==> config.mk <==
export PLATFORM = sky130hd
export DESIGN_NAME = adc_sample_sched_flat
export DESIGN_NICKNAME = d
export VERILOG_FILES = /design/src/rtl/adc_sched_pkg.sv /design/src/rtl/adc_sample_sched_if.sv /design/src/rtl/adc_conv_timer.sv /design/src/rtl/adc_sample_sched.sv /design/src/flat_wrapper.sv
export SDC_FILE = /design/constraint.sdc
export NUM_CORES = 1
export LEC_CHECK = 0
export CAP_MARGIN = 30
export CORE_MARGIN = 10
export CORE_UTILIZATION = 50
export CTS_CLUSTER_DIAMETER = 50
export DETAILED_ROUTE_END_ITERATION = 6
export GPL_TIMING_DRIVEN = 0
export HOLD_SLACK_MARGIN = 0.1
export PLACE_DENSITY = 0.73
export SLEW_MARGIN = 5
export SYNTH_ARGS = -nofsm -noshare
export SYNTH_HDL_FRONTEND = slang
export SYNTH_SLANG_ARGS = --single-unit
==> constraint.sdc <==
create_clock -name clk -period 2.6 [get_ports clk]
set_input_delay 0.52 -clock clk [delete_from_list [all_inputs] [get_ports clk]]
set_output_delay 0.52 -clock clk [all_outputs]
set_load 0.005 [all_outputs]
==> src/rtl/adc_sched_pkg.sv <==
// Shared constants, state encoding and helpers for the ADC sample scheduler.
package adc_sched_pkg;

    localparam int DATA_W = 12;
    localparam int CH_W   = 3;

    localparam logic [2:0] S_IDLE       = 3'd0;
    localparam logic [2:0] S_PH_START_A = 3'd1;
    localparam logic [2:0] S_PH_WAIT_A  = 3'd2;
    localparam logic [2:0] S_PH_START_B = 3'd3;
    localparam logic [2:0] S_PH_WAIT_B  = 3'd4;
    localparam logic [2:0] S_PH_START_C = 3'd5;
    localparam logic [2:0] S_PH_WAIT_C  = 3'd6;
    localparam logic [2:0] S_AUX        = 3'd7;

    typedef enum logic [3:0] {
        IDLE       = {1'b0, S_IDLE},
        PH_START_A = {1'b0, S_PH_START_A},
        PH_WAIT_A  = {1'b0, S_PH_WAIT_A},
        PH_START_B = {1'b0, S_PH_START_B},
        PH_WAIT_B  = {1'b0, S_PH_WAIT_B},
        PH_START_C = {1'b0, S_PH_START_C},
        PH_WAIT_C  = {1'b0, S_PH_WAIT_C},
        AUX_START  = {1'b0, S_AUX},
        AUX_WAIT   = {1'b1, S_AUX}
    } state_t;

    // True for any state belonging to the three-phase sequence.
    function automatic logic is_ph_state(input state_t s);
        case (s)
            PH_START_A, PH_WAIT_A, PH_START_B,
            PH_WAIT_B, PH_START_C, PH_WAIT_C: is_ph_state = 1'b1;
            default:                          is_ph_state = 1'b0;
        endcase
    endfunction

endpackage

==> src/rtl/adc_sample_sched_if.sv <==
// Handshake between the scheduler (master) and the shared ADC driver (slave).
interface adc_sample_sched_if;
    import adc_sched_pkg::*;

    logic              conv_start;
    logic [CH_W-1:0]   conv_ch;
    logic              conv_done;
    logic [DATA_W-1:0] conv_data;

    modport master (output conv_start, output conv_ch, input conv_done, input conv_data);
    modport slave  (input conv_start, input conv_ch, output conv_done, output conv_data);
endinterface

==> src/rtl/adc_conv_timer.sv <==
// Conversion watchdog: loaded on conv_start, counts down while waiting.
// expired flags the wait cycle whose decrement brings the count to zero.
module adc_conv_timer #(
    parameter logic [15:0] TIMEOUT = 16'd2000
) (
    input  logic clk,
    input  logic rstn,
    input  logic load,
    input  logic run,
    output logic expired
);
    logic [15:0] count_r;

    // Countdown register: load has priority, then decrement while running.
    always_ff @(posedge clk or negedge rstn) begin
        if (!rstn) begin
            count_r <= 16'd0;
        end else if (load) begin
            count_r <= TIMEOUT;
        end else if (run && (count_r != 16'd0)) begin
            count_r <= count_r - 16'd1;
        end else begin
            count_r <= count_r;
        end
    end

    assign expired = run && (count_r == 16'd1);
endmodule

==> src/rtl/adc_sample_sched.sv <==
// Three-phase current-sense ADC scheduler with auxiliary idle-time sharing.
// Optional: define ADC_SCHED_OVERRUN_CNT_EN to add cnt_clr / overrun_cnt.
module adc_sample_sched
    import adc_sched_pkg::*;
#(
    parameter logic [2:0]  CH_A    = 3'd0,
    parameter logic [2:0]  CH_B    = 3'd1,
    parameter logic [2:0]  CH_C    = 3'd2,
    parameter logic [15:0] TIMEOUT = 16'd2000
) (
    input  logic                 clk,
    input  logic                 rstn,
`ifdef ADC_SCHED_OVERRUN_CNT_EN
    input  logic                 cnt_clr,
    output logic [15:0]          overrun_cnt,
`endif
    input  logic                 trig,
    input  logic                 aux_req,
    input  logic [CH_W-1:0]      aux_ch,
    output logic                 aux_valid,
    output logic                 aux_err,
    output logic [DATA_W-1:0]    aux_data,
    adc_sample_sched_if.master   adc,
    output logic [DATA_W-1:0]    ia,
    output logic [DATA_W-1:0]    ib,
    output logic [DATA_W-1:0]    ic,
    output logic                 ph_valid,
    output logic                 overrun,
    output logic                 tmo,
    output logic                 busy
);
    state_t            state_r, state_n;
    logic              pending_r, pending_n;
    logic [CH_W-1:0]   conv_ch_r, conv_ch_n, aux_ch_r, aux_ch_n;
    logic              conv_start_r, tmo_r, overrun_r, aux_valid_r, aux_err_r, ph_valid_r, busy_r;
    logic              tmo_n, overrun_n, aux_valid_n, aux_err_n;
    logic              load_s, run_s, expired_s;
    logic              cap_a_s, cap_b_s, commit_s, aux_cap_s, ph_tmo_s;
    logic [DATA_W-1:0] sh_a_r, sh_b_r, ia_r, ib_r, ic_r, aux_data_r;

    adc_conv_timer #(.TIMEOUT(TIMEOUT)) u_timer (
        .clk     (clk),
        .rstn    (rstn),
        .load    (load_s),
        .run     (run_s),
        .expired (expired_s)
    );

    // Next-state, trigger arbitration and registered-output next values.
    always_comb begin
        state_n     = state_r;
        pending_n   = pending_r;
        aux_ch_n    = aux_ch_r;
        conv_ch_n   = conv_ch_r;
        tmo_n       = 1'b0;
        overrun_n   = 1'b0;
        aux_valid_n = 1'b0;
        aux_err_n   = 1'b0;
        load_s      = 1'b0;
        run_s       = 1'b0;
        cap_a_s     = 1'b0;
        cap_b_s     = 1'b0;
        commit_s    = 1'b0;
        aux_cap_s   = 1'b0;
        ph_tmo_s    = 1'b0;

        // A trigger outside IDLE is either parked (aux busy) or dropped.
        if (trig && is_ph_state(state_r)) begin
            overrun_n = 1'b1;
        end else if (trig && (state_r == AUX_START || state_r == AUX_WAIT)) begin
            if (pending_r) begin
                overrun_n = 1'b1;
            end else begin
                pending_n = 1'b1;
            end
        end else begin
            overrun_n = 1'b0;
        end

        case (state_r)
            IDLE: begin
                if (trig || pending_r) begin
                    state_n   = PH_START_A;
                    pending_n = 1'b0;
                end else if (aux_req) begin
                    state_n  = AUX_START;
                    aux_ch_n = aux_ch;
                end else begin
                    state_n = IDLE;
                end
            end
            PH_START_A: begin load_s = 1'b1; state_n = PH_WAIT_A; end
            PH_START_B: begin load_s = 1'b1; state_n = PH_WAIT_B; end
            PH_START_C: begin load_s = 1'b1; state_n = PH_WAIT_C; end
            AUX_START:  begin load_s = 1'b1; state_n = AUX_WAIT;  end
            PH_WAIT_A, PH_WAIT_B, PH_WAIT_C: begin
                run_s = 1'b1;
                if (adc.conv_done) begin
                    cap_a_s  = (state_r == PH_WAIT_A);
                    cap_b_s  = (state_r == PH_WAIT_B);
                    commit_s = (state_r == PH_WAIT_C);
                    if (state_r == PH_WAIT_A) begin
                        state_n = PH_START_B;
                    end else if (state_r == PH_WAIT_B) begin
                        state_n = PH_START_C;
                    end else begin
                        state_n = IDLE;
                    end
                end else if (expired_s) begin
                    tmo_n    = 1'b1;
                    ph_tmo_s = 1'b1;
                    state_n  = IDLE;
                end else begin
                    state_n = state_r;
                end
            end
            AUX_WAIT: begin
                run_s = 1'b1;
                if (adc.conv_done || expired_s) begin
                    aux_valid_n = 1'b1;
                    aux_err_n   = !adc.conv_done;
                    tmo_n       = !adc.conv_done;
                    aux_cap_s   = adc.conv_done;
                    // A parked trigger starts the phase sequence right away.
                    if (pending_n) begin
                        state_n   = PH_START_A;
                        pending_n = 1'b0;
                    end else begin
                        state_n = IDLE;
                    end
                end else begin
                    state_n = AUX_WAIT;
                end
            end
            default: state_n = IDLE;
        endcase

        // Channel is set on entry to a start state and held afterwards.
        case (state_n)
            PH_START_A: conv_ch_n = CH_A;
            PH_START_B: conv_ch_n = CH_B;
            PH_START_C: conv_ch_n = CH_C;
            AUX_START:  conv_ch_n = aux_ch_n;
            default:    conv_ch_n = conv_ch_r;
        endcase
    end

    // State, control and result registers.
    always_ff @(posedge clk or negedge rstn) begin
        if (!rstn) begin
            state_r      <= IDLE;
            pending_r    <= 1'b0;
            aux_ch_r     <= 3'd0;
            conv_ch_r    <= 3'd0;
            conv_start_r <= 1'b0;
            tmo_r        <= 1'b0;
            overrun_r    <= 1'b0;
            aux_valid_r  <= 1'b0;
            aux_err_r    <= 1'b0;
            ph_valid_r   <= 1'b0;
            busy_r       <= 1'b0;
            sh_a_r       <= 12'd0;
            sh_b_r       <= 12'd0;
            ia_r         <= 12'd0;
            ib_r         <= 12'd0;
            ic_r         <= 12'd0;
            aux_data_r   <= 12'd0;
        end else begin
            state_r      <= state_n;
            pending_r    <= pending_n;
            aux_ch_r     <= aux_ch_n;
            conv_ch_r    <= conv_ch_n;
            conv_start_r <= (state_n == PH_START_A) || (state_n == PH_START_B) ||
                            (state_n == PH_START_C) || (state_n == AUX_START);
            tmo_r        <= tmo_n;
            overrun_r    <= overrun_n;
            aux_valid_r  <= aux_valid_n;
            aux_err_r    <= aux_err_n;
            ph_valid_r   <= commit_s;
            busy_r       <= (state_n != IDLE);
            sh_a_r       <= cap_a_s ? adc.conv_data : sh_a_r;
            sh_b_r       <= cap_b_s ? adc.conv_data : sh_b_r;
            aux_data_r   <= aux_cap_s ? adc.conv_data : aux_data_r;
            if (commit_s) begin
                ia_r <= sh_a_r;
                ib_r <= sh_b_r;
                ic_r <= adc.conv_data;
            end else begin
                ia_r <= ia_r;
                ib_r <= ib_r;
                ic_r <= ic_r;
            end
        end
    end

`ifdef ADC_SCHED_OVERRUN_CNT_EN
    logic [15:0] cnt_r;
    logic [16:0] cnt_sum_s;

    // Sum of this cycle's dropped trigger and phase timeout events.
    always_comb begin
        cnt_sum_s = {1'b0, cnt_r} + {16'd0, overrun_n} + {16'd0, ph_tmo_s};
    end

    // Saturating event counter; clear wins over increment.
    always_ff @(posedge clk or negedge rstn) begin
        if (!rstn) begin
            cnt_r <= 16'd0;
        end else if (cnt_clr) begin
            cnt_r <= 16'd0;
        end else if (cnt_sum_s[16]) begin
            cnt_r <= 16'hFFFF;
        end else begin
            cnt_r <= cnt_sum_s[15:0];
        end
    end

    assign overrun_cnt = cnt_r;
`endif

    assign adc.conv_start = conv_start_r;
    assign adc.conv_ch    = conv_ch_r;
    assign aux_valid      = aux_valid_r;
    assign aux_err        = aux_err_r;
    assign aux_data       = aux_data_r;
    assign ia             = ia_r;
    assign ib             = ib_r;
    assign ic             = ic_r;
    assign ph_valid       = ph_valid_r;
    assign overrun        = overrun_r;
    assign tmo            = tmo_r;
    assign busy           = busy_r;
endmodule

==> src/flat_wrapper.sv <==
// flat-port wrapper written by rule: the top's interface ports become plain ports
module adc_sample_sched_flat import adc_sched_pkg::*;
#(
    parameter logic [2:0]  CH_A    = 3'd0,
    parameter logic [2:0]  CH_B    = 3'd1,
    parameter logic [2:0]  CH_C    = 3'd2,
    parameter logic [15:0] TIMEOUT = 16'd2000
)
  (clk, rstn, trig, aux_req, aux_ch, aux_valid, aux_err, aux_data, ia, ib, ic, ph_valid, overrun, tmo, busy, adc_conv_start, adc_conv_ch, adc_conv_done, adc_conv_data);
  adc_sample_sched_if adc_i ();
  input  logic clk;
  input  logic rstn;
  input  logic trig;
  input  logic aux_req;
  input  logic [CH_W-1:0] aux_ch;
  output logic aux_valid;
  output logic aux_err;
  output logic [DATA_W-1:0] aux_data;
  output logic [DATA_W-1:0] ia;
  output logic [DATA_W-1:0] ib;
  output logic [DATA_W-1:0] ic;
  output logic ph_valid;
  output logic overrun;
  output logic tmo;
  output logic busy;
  output wire logic [$bits(adc_i.conv_start)-1:0] adc_conv_start;
  output wire logic [$bits(adc_i.conv_ch)-1:0] adc_conv_ch;
  input wire logic [$bits(adc_i.conv_done)-1:0] adc_conv_done;
  input wire logic [$bits(adc_i.conv_data)-1:0] adc_conv_data;
  assign adc_conv_start = adc_i.conv_start;
  assign adc_conv_ch = adc_i.conv_ch;
  assign adc_i.conv_done = adc_conv_done;
  assign adc_i.conv_data = adc_conv_data;
  adc_sample_sched #(.CH_A(CH_A), .CH_B(CH_B), .CH_C(CH_C), .TIMEOUT(TIMEOUT)) u_core (.clk(clk), .rstn(rstn), .trig(trig), .aux_req(aux_req), .aux_ch(aux_ch), .aux_valid(aux_valid), .aux_err(aux_err), .aux_data(aux_data), .adc(adc_i), .ia(ia), .ib(ib), .ic(ic), .ph_valid(ph_valid), .overrun(overrun), .tmo(tmo), .busy(busy));
endmodule
Word level (Yosys, flattened, before mapping)
Index checks and enable logic that the tools add are counted.
{"block": "word_totals", "reg_bits": 106, "input_bits": 20, "out_inout_bits": 58, "wordCells": 93}
{"block": "op_classes", "addsub": 1, "n_eq_ne": 13, "mux": 41, "n_reduce_logical": 20}
{"cell": "2-to-1 mux 16 bit", "count": 2}
{"cell": "one-hot mux 4 bit (7 select lines)", "count": 1}
{"cell": "2-to-1 mux 1 bit", "count": 25}
{"cell": "== test 4 x 3 -> 1 bit (second input constant)", "count": 6}
{"cell": "2-to-1 mux 4 bit", "count": 5}
{"cell": "== test 16 x 1 -> 1 bit (second input constant)", "count": 1}
{"cell": "nonzero test 16 bit", "count": 1}
{"cell": "subtractor 16 x 1 -> 16 bit (second input constant)", "count": 1}
{"cell": "2-to-1 mux 3 bit", "count": 5}
{"cell": "== test 4 x 2 -> 1 bit (second input constant)", "count": 3}
{"cell": "one-hot mux 3 bit (4 select lines)", "count": 1}
{"cell": "== test 4 x 1 -> 1 bit (second input constant)", "count": 2}
{"cell": "nonzero test 4 bit", "count": 2}
{"cell": "OR reduction 4 bit", "count": 2}
{"cell": "logical OR 1 bit", "count": 6}
{"cell": "OR reduction 6 bit", "count": 1}
{"cell": "== test 4 bit (second input constant)", "count": 1}
{"cell": "logical AND 1 bit", "count": 4}
{"cell": "logical NOT 4 bit", "count": 1}
{"cell": "one-hot mux 1 bit (2 select lines)", "count": 2}
{"cell": "OR reduction 3 bit", "count": 1}
{"cell": "nonzero test 2 bit", "count": 1}
{"cell": "logical NOT 1 bit", "count": 1}

Longest topological paths before layout
{"block": "logic_depth", "ltp_word": 12, "mapped_depth": 7, "mapped_depth_nobuf": 7}

Hierarchy
From an unflattened synthesis, not the netlist that was laid out.
{"block": "hier_totals", "hier_cells": 342, "hier_area_um2": 4569.4}
{"mod": "adc_sample_sched", "instances": 1, "cells_per_inst": 239, "area_each_um2": 3569.7, "seq_area_each_um2": 2202.1}
{"mod": "adc_conv_timer", "instances": 1, "cells_per_inst": 103, "area_each_um2": 999.7, "seq_area_each_um2": 400.4}

Least setup slack after synthesis
OpenSTA, ideal clock, no wires.
{"block": "synth_path", "path_kind": "input -> register", "startpoint": "input port trig", "endpoint": "register u_core.conv_ch_r[1], in the netlist u_core.adc.conv_ch[1]", "t_arrival_ps": 1836, "required_time_ps": 2477, "slack_ps": 641, "cell_stages": 5, "path_cell_list": "or3b_2 nor4_4 mux2_2 a31oi_1 o2bb2ai_1"}
{"element": "start: declaration", "line": "flat_wrapper.sv:13", "rtl": "input logic trig;"}
{"element": "logical OR 1 bit", "line": "adc_sample_sched.sv:82", "rtl": "if (trig || pending_r) begin"}
{"element": "2-to-1 mux 3 bit", "line": "adc_sample_sched.sv:82"}
{"element": "2-to-1 mux 3 bit", "line": "adc_sample_sched.sv:80", "rtl": "case (state_r)"}
{"element": "net u_core.aux_ch_n[1]", "line": "adc_sample_sched.sv:34", "rtl": "logic [CH_W-1:0] conv_ch_r, conv_ch_n, aux_ch_r, aux_ch_n;"}
{"element": "one-hot mux 3 bit (4 select lines)", "line": "adc_sample_sched.sv:139", "rtl": "case (state_n)"}
{"element": "end signal: assignment", "line": "adc_sample_sched.sv:172", "rtl": "conv_ch_r <= conv_ch_n;"}
{"element": "end: declaration", "line": "adc_sample_sched.sv:34"}
The timed path passes the listed nets, and every way through them passes these cells.
A chain may end at the register's enable or synchronous reset.

Final worst setup path
{"block": "layout_path", "startpoint": "register u_core.state_r[0] in the netlist's numbering", "endpoint": "register u_core.ic_r[3], in the netlist u_core.ic[3]"}
{"block": "layout_via", "elab_chain_len": 3}
{"element": "start: declaration", "line": "adc_sample_sched.sv:32", "rtl": "state_t state_r, state_n;"}
{"element": "start signal: assignment", "line": "adc_sample_sched.sv:169", "rtl": "state_r <= state_n;"}
{"element": "== test 4 x 3 -> 1 bit, or another cell as far along", "line": "adc_sample_sched.sv:80, adc_sample_sched.sv:101"}
{"element": "OR reduction 3 bit or 2-to-1 mux 1 bit (tied branches)", "line": "adc_sample_sched.sv:80, adc_sample_sched.sv:98"}
{"element": "2-to-1 mux 1 bit *", "line": "adc_sample_sched.sv:80"}
{"element": "net u_core.commit_s", "line": "adc_sample_sched.sv:38", "rtl": "logic cap_a_s, cap_b_s, commit_s, aux_cap_s, ph_tmo_s;"}
{"element": "end signal: assignment", "line": "adc_sample_sched.sv:187", "rtl": "ic_r <= adc.conv_data;"}
{"element": "end signal: assignment", "line": "adc_sample_sched.sv:191", "rtl": "ic_r <= ic_r;"}
{"element": "end: declaration", "line": "adc_sample_sched.sv:39", "rtl": "logic [DATA_W-1:0] sh_a_r, sh_b_r, ia_r, ib_r, ic_r, aux_data_r;"}
Mark *: on every way through the listed nets, which the timed path passes. The rest lies on a longest branch.

==> flow_summary.yaml <==
status:
  status: "finished clean"
sta:
  fmax_mhz: 424
  fin_crit_sh: 0.907
  worst_slack_ns: 0.242
  maxSlewViolCount: 0
  worst_pin_slew_ns: 0.764
  hold_viol: 0
  fin_skew_ns: 0.00967
  setup-violations-final: 0
  min_period_ns: 2.36
  rsz0062_at_grt: "no"
  maxSlewHeadroom: 0.491
synthesis:
  synth_cells: 333
  syn_area_mm2: 0.00439
  netlist-cell-type-count: 48
  syn_nets: 356
  synth_ff_type: "dfrtp_1"
  synth.most_common_cell: "dfrtp_1"
  ys_ff_latch: 104
  ys.warnings.count: 0
  yosys-top-cells-area: "dfrtp_1, mux2_2, nor2_1"
  yosys.area.top_type: "dfrtp_1"
  avgSynthCellArea_um2: 13.2
  ys_async_sr_fraction: 1.00
  synth-seq-area-share: 0.593
  synth_edf_count: 0
  netlist_top_cells_count: "dfrtp_1, mux2_2, nor2_1, nand2_1"
  synth_top_area_share: 0.593
cells_and_area:
  fill_cells: 685
  antenna_cells: 0
  area_delta_synth_final_pct: 25.2
  nNetsFinal: 444
  final_layout_size_suffix_gt1_frac: 0.258
  finalInstanceArea_mm2: 0.00549
  final_core_util: 0.636
job:
  drv_cap: 0
critical_path:
  crit_type: "register to register"
  crit_family: "simple AND/OR/NAND/NOR gates"
  slowest_stage: "nor2_2"
  worst_path_largest_cell_delay_ns: 0.53
  arrival_ns: 2.61
  crit_buf_inv: 1
  start_kind: "register"
  crit_chain: "nor2_1, nand2_1, nor2_2, buf_2, mux2_2"
  cp.required_ns: 2.85
  end_kind: "register"
  cp_max_fo: 10
drt:
  drtIter0Drc: 75
  drc: 0
  vias: 2974
  wl_um: 9820
  viasPerCell: 5.57
  first_pass_iters: 4
  ant_nets: 0
  wire_per_inst_um: 18.4
clock_network:
  cts_buffers: 9
  clk_latency_ns: 0.37
  cts_tree: "yes"
  path_clk_slew_ns: 0.10
  cts_root_buf: "clkbuf_8"
  cts_resized: 0
  clockBufferDepth: 2
  hold_buffers: 0
  postCtsSetupBuffers: 0
  cts.sinks: 104
  h-tree-depth: 3
place:
  gp_congestion: 0.856
  dpl-instance-area_mm2: 0.00531
  dpl.hpwl_um: 7040
  portBuffers: 76
  pre_cts_ws_ns: 0.0182
power_and_ir_drop:
  powerDensity_mw_per_mm2: 1160
  power.leakage_nw: 2.39
  finalPower_mw: 6.38
  peakVddDrop_v: 0.000589
die:
  fp.dieH_um: 114
  dieArea_mm2: 0.0129
  rows: 34
  core-area_mm2: 0.00864
  die_w_um: 114
  initial_core_util: 0.508
  io_pins: 78
grt:
  grt_max_degree: 59
  grt_first_pass_wirelength_um: 16200
  grt_usage: 0.155
  antenna_found_initial: 0
  grt_pass1_vias: 3154
  overflow: 0
worst_hold_path:
  min_path_type: "primary input to asynchronous set/reset pin"
placed cells by master, fill, tap and decap left out, drive strengths merged, types with 3 or more instances in the layout:
cell type      netlist  final
a21o                 3      3
a21oi                8      8
a31oi                6      6
and4                 3      3
buf                  9     11
clkbuf               8     18
clkdlybuf4s50        0     75
dfrtp              104    104
ha                   3      3
inv                  9     13
mux2                73     73
mux2i                3      3
nand2               17     17
nand3                5      5
nand4                4      4
nor2                21     21
nor3                 5      5
nor4                 6      6
o21ai                7      7
o22ai                3      3
or2                  3      3
or3                  3      3
worst reg2reg max path: cells and delay by family, from the launching register on:
family                 cells  cell delay, ns
buffers and inverters      1            0.40
flip-flops                 1            0.48
multiplexers               1            0.37
AND/OR/NAND/NOR            3            1.00
registers in the layout (all words and copies together) (netlist names), 3 cells and up:
name / count
u_core.state_r: 4
u_core.sh_a_r: 12
u_core.ia: 12
u_core.ic: 12
u_core.u_timer.count_r: 16
u_core.ib: 12
u_core.adc.conv_ch: 3
u_core.aux_data: 12
u_core.sh_b_r: 12
final cells by class:
cell class	instances	area, um2	share of cell area
clock buffer	10	128	0.0232
buffer	17	75.1	0.0137
clock inverter	6	58.8	0.0107
sequential	104	2600	0.474
timing repair buffer	77	786	0.143
multi-input combinational	203	1670	0.305
inverter	9	33.8	0.00615
tap	108	135	0.0246
per-stage QoR:
stage          hold slack [ns]  cells  setup TNS, ns
4_1_cts                  0.167    534              0
6_report                 0.152    534              0
3_5_place_dp             0.481    518              0
5_1_grt                  0.185    534              0
3_3_place_gp             0.478    517        -295.38
2_1_floorplan            0.224    333              0
cells by family after synthesis:
group / after synthesis / synth area share
xor+xnor: 1 / 0.00200
flops: 104 / 0.593
buf+inv: 26 / 0.0248
compound gates: 47 / 0.0765
fa+ha+maj: 3 / 0.00856
mux: 76 / 0.194
simple gates: 76 / 0.100
where the power goes:
group	total [mW]	switching (mW)	internal [mW]	leakage (nW)
registers	2.68	0.384	2.30	1.27
logic	2.74	1.19	1.54	1.02
clock network	0.961	0.586	0.374	0.0928
total	6.38	2.16	4.22	2.39
routing by layer:
metal / track usage / wire length [um]
met3: 0.0861 / 949
met4: 0.0330 / 46
met5: 0 / 0
met1: 0.180 / 4020
met2: 0.247 / 4800
worst paths after layout:
path	startpoint	endpoint	slack [ns]	cells after the start
min in group clk	u_core.adc.conv_ch[2]	u_core.adc.conv_ch[2]	0.51	1
worst min-delay path	rstn	u_core.u_timer.count_r[9]	0.15	1
max in group asynchronous	rstn	u_core.ia[5]	1.76	2
worst max-delay path	u_core.state_r[0]	u_core.ic[3]	0.24	5
worst min register to register	u_core.adc.conv_ch[2]	u_core.adc.conv_ch[2]	0.51	1
worst max register to register	u_core.state_r[0]	u_core.ic[3]	0.24	5
Power figures use the tool's default switching activity.
